<file path="src/rtl/accumulate_controller.sv">
// accumulate_controller: turns each press of the active-low Run_Accumulate button into one add of SW into S
// Ports: Clk, Reset_Clear (sync, active-low), Run_Accumulate (raw button), SW (addend);
//   adder handshake add_start/add_a/add_b out, add_done/add_sum in; S accumulator, cout = S[WIDTH],
//   busy (not IDLE), err (sticky adder timeout).
// Optional: define ACCUM_CTRL_DEBOUNCE_EN to filter the synchronised button for DEBOUNCE_CYCLES samples.
module accumulate_controller #(
  parameter int WIDTH           = 16,
  parameter int SW_WIDTH        = 10,
  parameter int DEBOUNCE_CYCLES = 16,
  parameter int TIMEOUT_CYCLES  = 64
) (
  input  logic               Clk,
  input  logic               Reset_Clear,
  input  logic               Run_Accumulate,
  input  logic [SW_WIDTH-1:0] SW,
  output logic               add_start,
  output logic [WIDTH-1:0]   add_a,
  output logic [WIDTH-1:0]   add_b,
  input  logic               add_done,
  input  logic [WIDTH:0]     add_sum,
  output logic [WIDTH:0]     S,
  output logic               cout,
  output logic               busy,
  output logic               err
);
  localparam logic [1:0] IDLE = 2'd0, LOAD = 2'd1, ADD = 2'd2, HOLD = 2'd3;
  localparam int TW = $clog2(TIMEOUT_CYCLES + 1);
  logic [1:0] state;
  logic s1, s2, lvl, lvl_q, press, released;
  logic [TW-1:0] tcnt;
`ifdef ACCUM_CTRL_DEBOUNCE_EN
  localparam int DW = $clog2(DEBOUNCE_CYCLES + 1);
  logic [DW-1:0] dcnt;
  logic filt;
  // Any sample matching the filtered level restarts the run count, so only an unbroken run flips it.
  always_ff @(posedge Clk) begin
    if (!Reset_Clear) begin
      dcnt <= '0;
      filt <= 1'b1;
    end else if (s2 == filt) begin
      dcnt <= '0;
    end else if (dcnt == DW'(DEBOUNCE_CYCLES - 1)) begin
      dcnt <= '0;
      filt <= s2;
    end else begin
      dcnt <= dcnt + 1'b1;
    end
  end
  assign lvl = filt;
`else
  assign lvl = s2;
`endif
  assign press     = lvl_q & ~lvl;
  assign released  = lvl;
  assign add_start = state == LOAD;
  assign busy      = state != IDLE;
  assign add_a     = S[WIDTH-1:0];
  assign cout      = S[WIDTH];
  always_ff @(posedge Clk) begin
    if (!Reset_Clear) begin
      state <= IDLE;
      S     <= '0;
      err   <= 1'b0;
      add_b <= '0;
      tcnt  <= '0;
      s1    <= 1'b1;
      s2    <= 1'b1;
      lvl_q <= 1'b1;
    end else begin
      s1    <= Run_Accumulate;
      s2    <= s1;
      lvl_q <= lvl;
      case (state)
        IDLE: if (press) begin
          state <= LOAD;
          add_b <= WIDTH'(SW);
          err   <= 1'b0;
        end
        LOAD: begin
          state <= ADD;
          tcnt  <= '0;
        end
        // tcnt counts completed ADD cycles; the edge that would make it TIMEOUT_CYCLES gives up.
        ADD: if (add_done) begin
          S     <= add_sum;
          state <= HOLD;
        end else if (tcnt == TW'(TIMEOUT_CYCLES - 1)) begin
          err   <= 1'b1;
          state <= HOLD;
        end else begin
          tcnt  <= tcnt + 1'b1;
        end
        HOLD: if (released) state <= IDLE;
      endcase
    end
  end
endmodule

</file>
<file path="config.mk">
export PLATFORM = sky130hd
export DESIGN_NAME = accumulate_controller
export DESIGN_NICKNAME = d
export VERILOG_FILES = /design/src/rtl/accumulate_controller.sv
export SDC_FILE = /design/constraint.sdc
export NUM_CORES = 1
export LEC_CHECK = 0
export ABC_AREA = 1
export BUFFER_PORTS_ARGS = -buffer_cell sky130_fd_sc_hd__buf_2
export CAP_MARGIN = 15
export CORE_ASPECT_RATIO = 1.25
export CORE_MARGIN = 2
export CORE_UTILIZATION = 45
export DETAILED_ROUTE_END_ITERATION = 8
export PLACE_DENSITY = 0.77
export SYNTH_ARGS = -nofsm -noshare
export SYNTH_HDL_FRONTEND = slang
export SYNTH_SLANG_ARGS = --single-unit
</file>
<file path="constraint.sdc">
create_clock -name Clk -period 1.8 [get_ports Clk]
set_clock_uncertainty 0.2 [all_clocks]
set_input_delay 0.09 -clock Clk [delete_from_list [all_inputs] [get_ports Clk]]
set_output_delay 0.09 -clock Clk [all_outputs]
set_load 0.02 [all_outputs]
</file>
==> results of run 1 <==
==> report_power, final <==
group	internal (mW)	switching [mW]	leakage (nW)
Combinational	0.421	0.771	0.820
Sequential	1.02	0.0870	0.326
Clock	0.306	0.312	0.0510
==> final cells by class <==
| class | instances | area [um2] | share of cell area, % |
|---|---|---|---|
| well taps | 54 | 67.56 | 2.693 |
| flip-flops and latches | 40 | 800.8 | 31.92 |
| multi-input cells | 152 | 742.0 | 29.58 |
| clock inverters | 2 | 10.01 | 0.3990 |
| inverters | 24 | 90.09 | 3.591 |
| repair buffers | 111 | 715.7 | 28.53 |
| clock buffers | 6 | 82.58 | 3.292 |
==> synthesized netlist by cell type <==
| library cell | count | area [um2] |
|---|---|---|
| buf_4 | 24 | 180.2 |
| nand2_4 | 2 | 22.52 |
| or2_2 | 2 | 12.51 |
| a21boi_0 | 1 | 7.510 |
| clkbuf_1 | 4 | 15.01 |
| buf_2 | 1 | 5.000 |
| buf_1 | 1 | 3.750 |
| nor3b_1 | 1 | 7.510 |
| nor2_2 | 1 | 6.260 |
| a21oi_1 | 17 | 85.08 |
| clkinv_1 | 1 | 3.750 |
| nor2_4 | 1 | 11.26 |
| o21ai_0 | 30 | 150.1 |
| nand4_1 | 2 | 12.51 |
| nand3_1 | 10 | 50.05 |
| dfxtp_1 | 40 | 800.8 |
| nor2_1 | 51 | 191.4 |
| conb_1 | 1 | 3.750 |
| inv_2 | 1 | 3.750 |
| a21boi_1 | 1 | 7.510 |
| nand2_1 | 20 | 75.07 |
| inv_1 | 22 | 82.58 |
| nand2_2 | 2 | 12.51 |
| ha_1 | 5 | 62.56 |
==> layer usage <==
layer,wire length (um),vias up,GRT usage [%]
met5,0,-,0
met3,229,11,4.983
met1,1753,766,20.06
li1,-,915,-
met4,123,0,11.35
met2,2249,53,36.56
==> per-stage QoR <==
step	power, mW	setup WS, ns	instances	hold WS (ns)
global placement	2.229	0.2198	351	0.07847
finish	2.914	0.1545	389	0.2251
global route	3.109	0.007378	389	0.2414
floorplan	2.022	0.2339	246	-0.003423
detailed placement	2.249	0.1585	351	0.08561
CTS	2.915	0.1486	389	0.2244
==> flip-flops by register name, summed over array words and instances (netlist names) <==
| signal | count |
|---|---|
| tcnt | 7 |
| err | 1 |
| s1 | 1 |
| lvl_q | 1 |
| add_b | 10 |
| lvl | 1 |
| state | 2 |
| S | 17 |
==> worst paths after layout <==
path	start	end	slack, ns	cells after the start
worst min register to register	s1$_SDFF_PN1_	lvl$_SDFF_PN1_	0.23	1
worst max-delay path	state[0]$_SDFFE_PN0P_	tcnt[5]$_SDFFE_PN0P_	0.15	9
worst max register to register	state[0]$_SDFFE_PN0P_	tcnt[5]$_SDFFE_PN0P_	0.15	9
worst min-delay path	s1$_SDFF_PN1_	lvl$_SDFF_PN1_	0.23	1
==> cell families after synthesis <==
logic type / after synthesis / synth area share (%)
adder cells (fa/ha/maj): 5 / 3.451
buffers and inverters: 54 / 16.22
AO/OA/AOI/OAI: 49 / 13.80
other: 1 / 0.2068
flip-flops: 40 / 44.17
AND/OR/NAND/NOR: 92 / 22.15
==> what timing repair did <==
item	CTS	global route
endpoints found under the hold margin	35	0
setup endpoints to repair	0	2
hold buffers	30	0
gates resized for setup	0	2
==> cell usage in the layout (no fill, tap or decap), types with 5 or more instances in the layout <==
master         netlist  layout
dfxtp_1             40      40
inv_1               22      22
conb_1               1       6
clkbuf_8             0       6
nand2_1             20      19
dlygate4sd3_1        0      30
ha_1                 5       5
o21ai_0             30      30
buf_2                1      77
a21oi_1             17      17
nand3_1             10      10
nor2_1              51      50
==> results.tsv, run 1 <==
stage	metric	value	unit
synth	ys_types	24	
clock_tree	clk_latency	0.30	ns
critical_path	crit_type	reg -> reg	
sta	fmax	607.7	MHz
critical_path	end_kind	flip-flop	
floorplan	io_pins	84	
cells_and_area	final_area	2509	um2
global_route	antenna_found_initial	0	
placement	gp_congestion	0.8379	
critical_path	crit_fanout	5	
synth	syn_area	1813	um2
clock_tree	clkTransAtPathRegs	0.07	ns
floorplan	die-area	4556	um2
route	drc	0	
route	viasPerCell	4.486	
placement	placed_area	2111	um2
critical_path	cp.required	1.79	ns
placement	hpwl	2736	um
critical_path	crit_arrival	1.64	ns
floorplan	start_util	47.51	%
critical_path	worst-path-buf-inv	3	
power	power-per-cell-area	1162	nW/um2
critical_path	cpMaxStageDelayCell	dfxtp_1	
sta	final.min_clock_period	1.646	ns
clock_tree	cts_tree	built	
clock_tree	h-tree-depth	2	
route	ant_nets	0	
synth	yosysWarnings	0	
global_route	grt_max_degree	22	
clock_tree	cts_sinks	40	
sta	post-route-period-util	91.42	%
global_route	grtUsageTotal	19.97	%
floorplan	num_rows	25	
clock_tree	cts-buffers-inserted	5	
synth	netlist_instances	241	
route	dr.pass1.iters	4	
critical_path	crit_top_cell	inv_1	
synth	avgSynthCellArea	7.523	um2
cells_and_area	fin_nets	370	
floorplan	die_w	60.77	um
route	drt_iter0_drc	85	
global_route	grt_pass1_wl	6686	um
sta	setup-tns-final	0	ns
sta	rsz0062_at_grt	no	
route	via_count	1745	
floorplan	core_area	3816	um2
critical_path	slowest_delay	0.33	ns
route	post_drt_wl_per_cell	11.20	um
global_route	overflow	0	
sta	slew_viol_final	0	
sta	setup_violations	0	
placement	portBuffers	77	
cells_and_area	n_fill_cell	326	
clock_tree	cts_max_path_buffers	2	
global_route	grt_pass1_vias	1600	
floorplan	die_h	74.97	um
critical_path	cp_cell_sequence	inv_1, ha_1, inv_2, nor2_4, inv_1, nor2_2, nand3_1, nand2_1, nor2_1	
cells_and_area	final_layout_size_suffix_gt1_share	29.85	%
cells_and_area	area_growth	38.37	%
cells_and_area	final_core_util	65.74	%
synth	ys_ff_latch	40	
clock_tree	clock-root-buffer	clkbuf_8	
power	irDropWorstVdd	642.5	uV
sta	final_hold_viol_count	0	
power	p_leak	1.197	nW
synth	synth_seq_area_share	44.17	%
flow_run	maxCapViolCount	0	
clock_tree	cts_setup_buffers	0	
cells_and_area	antenna_cells	0	
worst_hold_path	hp-class	reg -> reg	
critical_path	critPathTopFamily	simple AND/OR/NAND/NOR gates	
critical_path	critPathLaunchType	flip-flop	
run_status	outcome	complete, no violations	
route	drt_wl_total	4355	um
(Power assumes the default switching activity.)
==> run 2, diff against run 1 <==
--- a/config.mk
+++ b/config.mk
@@ -15,2 +15,3 @@
 export PLACE_DENSITY = 0.77
+export SETUP_SLACK_MARGIN = 0.3
 export SYNTH_ARGS = -nofsm -noshare
==> constraint.sdc (replaced) <==
create_clock -name Clk -period 1.8 [get_ports Clk]
set_clock_uncertainty 0.2 [all_clocks]
set_input_delay 0.45 -clock Clk [delete_from_list [all_inputs] [get_ports Clk]]
set_output_delay 0.45 -clock Clk [all_outputs]
set_load 0.02 [all_outputs]
==> run 2 against run 1 <==
Sequential cell count stayed put; wire length shrank 5.3%; via count down 4.1%; die area is the same; critical path depth is 5 lower; combinational power is 36% higher; register-to-register slack improved by 0.04 ns; sequential power grew 5%; power rose by 14%; global-route usage shrank 2.3 points.
==> results.tsv, run 2 (same netlist as run 1, synthesis figures left out) <==
stage	metric	value	unit	change
clock_tree	clock-root-buffer	clkbuf_8		
cells_and_area	multiInputGateArea	854.6	um2	+15%
worst_hold_path	hp-class	in -> reg		
cells_and_area	layout_commonest_cell	buf_2		
route	ant_nets	0		unchanged
critical_path	cp.required	1.15	ns	-0.64 ns
flow_run	maxCapViolCount	0		unchanged
route	viasPerCell	4.574		+2.0%
sta	setup-tns-final	0	ns	unchanged
global_route	grt_pass1_wl	5996	um	-10%
critical_path	crit_type	reg -> out		
cells_and_area	top_register	S		
clock_tree	cts_sinks	40		unchanged
route	drt_iter0_drc	67		-21%
route	drc	0		unchanged
floorplan	start_util	47.51	%	unchanged
floorplan	io_pins	84		unchanged
placement	place_ws	0.1795	ns	+0.02093 ns
sta	rsz0062_at_grt	yes		
route	via_count	1674		-4.1%
critical_path	critPathLaunchType	flip-flop		
critical_path	regToRegSetupSlack	0.19	ns	+0.04 ns
placement	portBuffers	77		unchanged
sta	fin_ws	0.1002	ns	-0.05432 ns
clock_tree	cts-buffers-inserted	5		unchanged
clock_tree	cts_max_path_buffers	2		unchanged
power	p_leak	1.125	nW	-6.0%
power	irDropWorstVdd	661.3	uV	+2.9%
critical_path	crit_fanout	3		-2
clock_tree	cts_tree	built		
cells_and_area	antenna_cells	0		unchanged
sta	slew_viol_final	0		unchanged
sta	setup_violations	0		unchanged
route	drt_wl_total	4126	um	-5.3%
critical_path	end_kind	output pin		
cells_and_area	register_area	813.3	um2	+1.6%
cells_and_area	area_growth	36.30	%	
route	post_drt_wl_per_cell	11.27	um	+0.70%
floorplan	die_h	74.97	um	unchanged
floorplan	die-area	4556	um2	unchanged
global_route	overflow	0		unchanged
critical_path	cpMaxStageDelayCell	dfxtp_4		
run_status	outcome	complete, no violations		
global_route	grt_max_degree	22		unchanged
critical_path	slowest_delay	0.38	ns	+0.05 ns
clock_tree	clkTransAtPathRegs	0.07	ns	about the same
clock_tree	clk_latency	0.29	ns	about the same
cells_and_area	largest_register_ffs	17		unchanged
critical_path	crit_arrival	1.05	ns	-0.59 ns
global_route	antenna_found_initial	0		unchanged
cells_and_area	final_area	2471	um2	-1.5%
floorplan	num_rows	25		unchanged
clock_tree	h-tree-depth	2		unchanged
clock_tree	postCtsHoldBufs	0		-100%
placement	gp_congestion	0.8750		+4.4%
cells_and_area	n_fill_cell	332		+1.8%
critical_path	cp_cell_sequence	inv_6, ha_4, inv_4, buf_6		
floorplan	core_area	3816	um2	unchanged
power	power-per-cell-area	1342	nW/um2	+15%
cells_and_area	final_cell_mix	58 x buf_2, 48 x nor2_1, 34 x dfxtp_1, 23 x buf_4, 19 x inv_1		
global_route	grtUsageTotal	17.64	%	-2.3 points
sta	post-route-period-util	94.43	%	+3.0 points
cells_and_area	fin_nets	348		-5.9%
power	power.total	3.315	mW	+14%
sta	final.min_clock_period	1.700	ns	+0.05432 ns
placement	hpwl	2760	um	+0.88%
sta	final_hold_viol_count	0		unchanged
route	dr.pass1.iters	4		unchanged
floorplan	die_w	60.77	um	unchanged
sta	fmax	588.3	MHz	-3.2%
cells_and_area	largest_registers	S (17), add_b (10), tcnt (7)		
cells_and_area	final_layout_size_suffix_gt1_share	42.31	%	+12 points
global_route	grt_pass1_vias	1387		-13%
placement	placed_area	2112	um2	about the same
[run 2: final timing paths]
| path | from | endpoint | cells after the start |
|---|---|---|---|
| min | Run_Accumulate | s1$_SDFF_PN1_ | 2 |
| min reg2reg | s1$_SDFF_PN1_ | lvl$_SDFF_PN1_ | 1 |
| max reg2reg | state[0]$_SDFFE_PN0P_ | tcnt[5]$_SDFFE_PN0P_ | 9 |
| max | state[1]$_SDFFE_PN0P_ | busy | 4 |
[run 2: report_power, final]
| part | internal [mW] | switching [mW] |
|---|---|---|
| logic | 0.691 | 0.924 |
| clock network | 0.263 | 0.286 |
| registers | 1.04 | 0.114 |
[run 2: metrics by stage]
| step | utilization, % | hold WS [ns] | cells |
|---|---|---|---|
| after floorplan | - | 0.1925 | 246 |
| after global placement | 55.34 | 0.1980 | 351 |
| after detailed placement | 55.34 | 0.2010 | 351 |
| after CTS | 60.13 | 0.1365 | 363 |
| after global routing | 64.75 | 0.1600 | 366 |
| final | 64.75 | 0.1423 | 366 |
[run 2: timing repair]
item / 4_1_cts / 5_1_grt
gates cloned: 0 / 2
resized for setup: 20 / 71
pin swaps: 4 / 3
buffers inserted: 5 / 1
endpoints found under the setup margin: 27 / 57
[run 2: layer usage]
layer	global-route usage, %	vias to the layer above	wire length [um]
li1	-	880	-
met1	19.26	742	1619
met2	30.47	46	2229
met3	4.811	6	198
met4	9.662	0	79
met5	0	-	0
[run 2: worst max-delay path: cells and delay by family (launching register included)]
kind	cells	cell delay, ns
flip-flops	1	0.38
buffers and inverters	3	0.21
adder cells (fa/ha/maj)	1	0.17
[run 2: final cells by class]
class,count,share of cell area [%]
flip-flops and latches,40,32.91
multi-input cells,152,34.58
clock inverters,1,0.2025
repair buffers,89,22.38
clock buffers,6,2.937
inverters,24,4.253
well taps,54,2.734
